==> config.mk <==
export PLATFORM = sky130hd
export DESIGN_NAME = fifo_rd_stream_flat
export DESIGN_NICKNAME = d
export VERILOG_FILES = /design/src/rtl/fifo_rd_pkg.sv /design/src/rtl/fifo_rd_stream_if.sv /design/src/rtl/fifo_skid2.sv /design/src/rtl/fifo_rd_stream.sv /design/src/flat_wrapper.sv
export SDC_FILE = /design/constraint.sdc
export NUM_CORES = 1
export LEC_CHECK = 0
export BUFFER_PORTS_ARGS = -buffer_cell sky130_fd_sc_hd__buf_2
export CAP_MARGIN = 15
export CORE_MARGIN = 4
export CORE_UTILIZATION = 25
export CTS_CLUSTER_DIAMETER = 150
export DETAILED_ROUTE_END_ITERATION = 7
export GPL_TIMING_DRIVEN = 0
export PLACE_DENSITY = 0.42
export SETUP_SLACK_MARGIN = 0.02
export SYNTH_ARGS = -nofsm -noshare
export SYNTH_HDL_FRONTEND = slang
export SYNTH_SLANG_ARGS = --single-unit
==> constraint.sdc <==
create_clock -name rclk -period 2 [get_ports rclk]
set_input_delay 0 -clock rclk [delete_from_list [all_inputs] [get_ports rclk]]
set_output_delay 0 -clock rclk [all_outputs]
set_load 0.005 [all_outputs]
==> src/rtl/fifo_rd_pkg.sv <==
//------------------------------------------------------------------------------
// fifo_rd_pkg : shared types and constants for the async-FIFO read drain stage
// Rev 1.0
//------------------------------------------------------------------------------
`default_nettype none

package fifo_rd_pkg;

  localparam int BUF_DEPTH = 2;

  typedef logic [1:0] count_t;

  localparam count_t CNT_FULL = count_t'(BUF_DEPTH);

  localparam int RD_LAT_COMB = 0;
  localparam int RD_LAT_REG  = 1;

  function automatic bit rd_latency_legal(input int lat);
    return (lat == RD_LAT_COMB) || (lat == RD_LAT_REG);
  endfunction

endpackage

`default_nettype wire

==> src/rtl/fifo_rd_stream_if.sv <==
//------------------------------------------------------------------------------
// fifo_rd_stream_if : valid/ready output stream of the FIFO read drain stage
// Rev 1.0
//------------------------------------------------------------------------------
`default_nettype none

interface fifo_rd_stream_if #(
  parameter int DATASIZE = 8
);

  logic                m_valid;
  logic [DATASIZE-1:0] m_data;
  logic                m_ready;

  modport master (
    output m_valid,
    output m_data,
    input  m_ready
  );

  modport slave (
    input  m_valid,
    input  m_data,
    output m_ready
  );

endinterface

`default_nettype wire

==> src/rtl/fifo_skid2.sv <==
//------------------------------------------------------------------------------
// fifo_skid2 : 2-entry registered ring buffer with simultaneous push/pop
// Rev 1.0
//------------------------------------------------------------------------------
`default_nettype none

module fifo_skid2
  import fifo_rd_pkg::*;
#(
  parameter int DATASIZE = 8
) (
  input  logic                clk,
  input  logic                rst_n,
  input  logic                push,
  input  logic                pop,
  input  logic [DATASIZE-1:0] din,
  output logic [DATASIZE-1:0] dout,
  output count_t              count
);

  logic [DATASIZE-1:0] mem [BUF_DEPTH];
  logic                head;
  logic                tail;
  count_t              cnt_q;
  logic                do_push;
  logic                do_pop;

  assign do_pop  = pop & (cnt_q != '0);
  // a full buffer can still accept a beat when the head leaves in the same cycle
  assign do_push = push & ((cnt_q != CNT_FULL) | do_pop);

  always_ff @(posedge clk or negedge rst_n) begin
    if (!rst_n) begin
      for (int i = 0; i < BUF_DEPTH; i++) begin
        mem[i] <= '0;
      end
      head  <= 1'b0;
      tail  <= 1'b0;
      cnt_q <= '0;
    end else begin
      if (do_push) begin
        mem[tail] <= din;
        tail      <= ~tail;
      end
      if (do_pop) begin
        head <= ~head;
      end
      case ({do_push, do_pop})
        2'b10:   cnt_q <= cnt_q + 2'd1;
        2'b01:   cnt_q <= cnt_q - 2'd1;
        default: cnt_q <= cnt_q;
      endcase
    end
  end

  assign dout  = mem[head];
  assign count = cnt_q;

endmodule

`default_nettype wire

==> src/rtl/fifo_rd_stream.sv <==
//------------------------------------------------------------------------------
// fifo_rd_stream : async-FIFO read drain, pop strobe + 2-entry stream buffer
// Optional beat counter enabled by FIFO_RD_BEATCNT_EN.  Rev 1.0
//------------------------------------------------------------------------------
`default_nettype none

module fifo_rd_stream
  import fifo_rd_pkg::*;
#(
  parameter int DATASIZE   = 8,
  parameter int RD_LATENCY = 0
) (
  input  logic                rclk,
  input  logic                rrst_n,
  input  logic                rempty,
  input  logic [DATASIZE-1:0] rdata,
  output logic                rinc,
  output logic                idle,
  fifo_rd_stream_if.master    m
`ifdef FIFO_RD_BEATCNT_EN
  ,
  output logic [31:0]         beat_cnt,
  input  logic                beat_cnt_clr
`endif
);

  generate
    if (!rd_latency_legal(RD_LATENCY)) begin : g_bad_latency
      $error("fifo_rd_stream: RD_LATENCY must be 0 or 1");
    end
  endgenerate

  count_t              count;
  logic                inflight;
  logic                push;
  logic                pop;
  logic [2:0]          credit;
  logic [DATASIZE-1:0] dout;

  assign pop    = m.m_valid & m.m_ready;
  // slots already claimed once this cycle's pop leaves; pop implies count>=1
  assign credit = {1'b0, count} + {2'b00, inflight} - {2'b00, pop};
  assign rinc   = rrst_n & ~rempty & (credit < 3'd2);

  generate
    if (RD_LATENCY == RD_LAT_REG) begin : g_lat_reg
      always_ff @(posedge rclk or negedge rrst_n) begin
        if (!rrst_n) begin
          inflight <= 1'b0;
        end else begin
          inflight <= rinc;
        end
      end
      assign push = inflight;
    end else begin : g_lat_comb
      assign inflight = 1'b0;
      assign push     = rinc;
    end
  endgenerate

  fifo_skid2 #(
    .DATASIZE (DATASIZE)
  ) u_skid (
    .clk   (rclk),
    .rst_n (rrst_n),
    .push  (push),
    .pop   (pop),
    .din   (rdata),
    .dout  (dout),
    .count (count)
  );

  assign m.m_valid = (count != '0);
  assign m.m_data  = dout;
  assign idle      = (count == '0) & ~inflight & rempty;

`ifdef FIFO_RD_BEATCNT_EN
  always_ff @(posedge rclk or negedge rrst_n) begin
    if (!rrst_n) begin
      beat_cnt <= '0;
    end else if (beat_cnt_clr) begin
      beat_cnt <= '0;
    end else if (pop) begin
      beat_cnt <= beat_cnt + 32'd1;
    end
  end
`endif

endmodule

`default_nettype wire

==> src/flat_wrapper.sv <==
// flat-port wrapper written by rule: the top's interface ports become plain ports
module fifo_rd_stream_flat import fifo_rd_pkg::*;
#(
  parameter int DATASIZE   = 8,
  parameter int RD_LATENCY = 0
)
  (rclk, rrst_n, rempty, rdata, rinc, idle, m_m_valid, m_m_data, m_m_ready);
  fifo_rd_stream_if #(.DATASIZE(DATASIZE)) m_i ();
  input  logic rclk;
  input  logic rrst_n;
  input  logic rempty;
  input  logic [DATASIZE-1:0] rdata;
  output logic rinc;
  output logic idle;
  output wire logic [$bits(m_i.m_valid)-1:0] m_m_valid;
  output wire logic [$bits(m_i.m_data)-1:0] m_m_data;
  input wire logic [$bits(m_i.m_ready)-1:0] m_m_ready;
  assign m_m_valid = m_i.m_valid;
  assign m_m_data = m_i.m_data;
  assign m_i.m_ready = m_m_ready;
  fifo_rd_stream #(.DATASIZE(DATASIZE), .RD_LATENCY(RD_LATENCY)) u_core (.rclk(rclk), .rrst_n(rrst_n), .rempty(rempty), .rdata(rdata), .rinc(rinc), .idle(idle), .m(m_i));
endmodule
==> impl_metrics.csv <==
group,metric,value,unit
run_status,status,"finished, final reports clean",
layout,register_area,500,µm²
detailed_routing,drtIter0Drc,9,
grt,grt_max_degree,21,
placement,dpl_cell_area,1090,µm²
placement,gp_congestion,0.720,
sta,fin_ws,0.305,ns
synthesis,ys_types,16,
detailed_routing,drt_pass1_iterations,5,
grt,grt_pass1_vias,661,
worst_setup_path,cp.required,2.14,ns
hold_path,holdPathStages,3,
grt,overflow,0,
grt,grt_pass1_wl,3080,µm
detailed_routing,antenna_left,0,
detailed_routing,vias,603,
synthesis,syn_avg_cell_area,14.4,µm²
cts,ctsRootBufferMaster,"clkbuf_8",
synthesis,netlist_area,921,µm²
cts,path_clk_slew,0.07,ns
pwr,peakVddDrop,534,µV
cts,clk_latency,0.25,ns
layout,syn_to_final_growth,35.7,%
layout,nets,112,
worst_setup_path,rrSetupSlack,0.31,ns
placement,hpwlAfterDp,1270,µm
cts,htreeDepth,1,
pwr,powerDensity,1480,nW/µm²
pwr,total_power,1.84,mW
grt,grt_util_all_layers,0.0925,
detailed_routing,wl,1830,µm
floorplan,start_util,0.268,
worst_setup_path,path_delay_family,"compound AO/OA/AOI/OAI gates",
layout,diodes,0,
cts,postCtsResizedCells,0,
cts,post_cts_buffers,0,
sta,hold_viol_final,0,
detailed_routing,via_per_inst,4.16,
layout,final_area,1250,µm²
synthesis,syn_inst,64,
detailed_routing,post-route-drc-count,0,
layout,multi_input_area,405,µm²
sta,period_share,0.847,
layout,final_cell_mix,"24 x mux2_2, 22 x buf_2, 20 x dfrtp_1",
cts,clock_path_buffers,2,
worst_setup_path,r2r_start,"u_core.u_skid.count[0]",
worst_setup_path,r2r-end,"u_core.u_skid.mem[8]",
sta,max_freq,590,MHz
worst_setup_path,cp_max_fo,8,
hold_path,hold_path.class,"primary input to flip-flop",
grt,antenna_found_initial,0,
floorplan,rows,21,
cts,cts_hold_buf,9,
cts,cts_tree,"yes",
sta,rsz0062_at_grt,"no",
layout,final_core_utilization,0.363,
layout,drive_gt1_frac,0.556,
hold_path,worst_hold_startpoint,"m_m_ready",
worst_setup_path,endpoint_kind,"flip-flop",
floorplan,core,3440,µm²
hold_path,min_to,"u_core.u_skid.head",
floorplan,die_w,68.7,µm
layout,final_common_cell,"mux2_2",
synthesis,synthesis.nets,76,
layout,fillers,344,
sta,tns,0,ns
sta,setup_viol,0,
floorplan,die_area,4720,µm²
floorplan,die_y,68.7,µm
cts,cts.sinks,20,
placement,io_buffer_count,22,
worst_setup_path,reg2regPathDepth,3,
pwr,p_leak,0.553,nW
worst_setup_path,critPathArrivalTime,1.83,ns
worst_setup_path,cp_slowest_cell,"a211oi_4",
synthesis,yosysSeqAreaShare,0.543,
synthesis,yosys_warnings,0,
sta,report.final.slew_viol_count,0,
sta,skew,0.00403,ns
cts,numCtsBuffers,3,
placement,place_ws,0.126,ns
worst_setup_path,cpPeakStageDelay,0.53,ns
sta,slew_headroom,0.408,
worst_setup_path,timing_worst_setup_path_type,"flip-flop to flip-flop",
worst_setup_path,crit_path_start_kind,"flip-flop",
sta,fin_crit,1.69,ns
worst_setup_path,crit_chain,"nand2b_2 > a211oi_4 > mux2_2",
sta,worst-slew-pin-transition,0.885,ns
detailed_routing,routedWlPerCell,12.6,µm
worst_setup_path,path_buf_inv,0,
synthesis,ys_ff_latch,20,
floorplan,io_pins,23,
run,drv_cap,0,
## final cells by class
cell class / instances / area share
Buffer: 2 / 0.00601
Clock buffer: 3 / 0.0330
Clock inverter: 1 / 0.0240
Inverter: 2 / 0.00601
Multi-Input combinational cell: 40 / 0.324
Sequential cell: 20 / 0.400
Tap cell: 46 / 0.0460
Timing Repair Buffer: 31 / 0.160
## registers in the layout, indices dropped and copies added (netlist names)
register             flops
u_core.u_skid.head       1
u_core.u_skid.count      2
u_core.u_skid.tail       1
u_core.u_skid.mem       16
## where the power goes
group	switching (mW)	leakage, nW	total (mW)	internal [mW]
logic	0.297	0.279	0.742	0.446
registers	0.0994	0.238	0.709	0.609
clock network	0.127	0.0357	0.393	0.267
## worst max-delay path by stage
| stage | startpoint | endpoint | slack (ns) | depth (start not counted) |
|---|---|---|---|---|
| 2_1_floorplan | u_core.u_skid.count[0] | u_core.u_skid.mem[0] | 0.49 | 3 |
| 3_3_place_gp | rrst_n | u_core.u_skid.mem[8] | 0.14 | 4 |
| 3_5_place_dp | rrst_n | u_core.u_skid.mem[12] | 0.13 | 4 |
| 4_1_cts | u_core.u_skid.count[0] | u_core.u_skid.mem[15] | 0.26 | 3 |
| 5_1_grt | u_core.u_skid.count[0] | u_core.u_skid.mem[8] | 0.22 | 3 |
| 6_report | u_core.u_skid.count[0] | u_core.u_skid.mem[8] | 0.31 | 3 |
## Yosys cell counts
master | number | area share
a211oi_4 | 2 | 0.043
dfrtp_1 | 20 | 0.54
a22o_2 | 1 | 0.011
nand2b_1 | 1 | 0.0068
nor2_1 | 1 | 0.0041
xnor2_1 | 2 | 0.019
a21oi_1 | 1 | 0.0054
clkbuf_1 | 2 | 0.0082
or2_2 | 1 | 0.0068
inv_1 | 2 | 0.0082
mux2i_1 | 1 | 0.011
nand2_1 | 3 | 0.012
nand2b_2 | 1 | 0.0095
mux2_2 | 24 | 0.29
xor2_1 | 1 | 0.0095
o21bai_1 | 1 | 0.0082
## cell families after synthesis
group | count (synthesis) | synth area share
buf+inv | 4 | 0.0163
xor+xnor | 3 | 0.0285
compound gates | 5 | 0.0679
simple gates | 7 | 0.0394
flops | 20 | 0.543
mux | 25 | 0.304
## per-stage QoR
stage	std cells	hold slack, ns
after floorplan	64	-0.296
after global placement	132	-0.0113
after detailed placement	132	-0.0140
after CTS	145	0.0642
after global routing	145	0.0809
final	145	0.0637
## layer usage
metal / part of all wire / track usage / vias to the layer above
met5: 0 / 0 / -
met4: 0.014 / 0.0365 / 0
met3: 0.059 / 0.0340 / 2
met2: 0.47 / 0.156 / 17
met1: 0.45 / 0.106 / 296
li1: - / - / 288
## worst reg2reg max path: cells and delay by family, from the launching register on
kind             cells  cell delay (ns)
AO/OA/AOI/OAI        1             0.53
flip-flops           1             0.41
multiplexers         1             0.40
AND/OR/NAND/NOR      1             0.24
(Power assumes the default switching activity.)
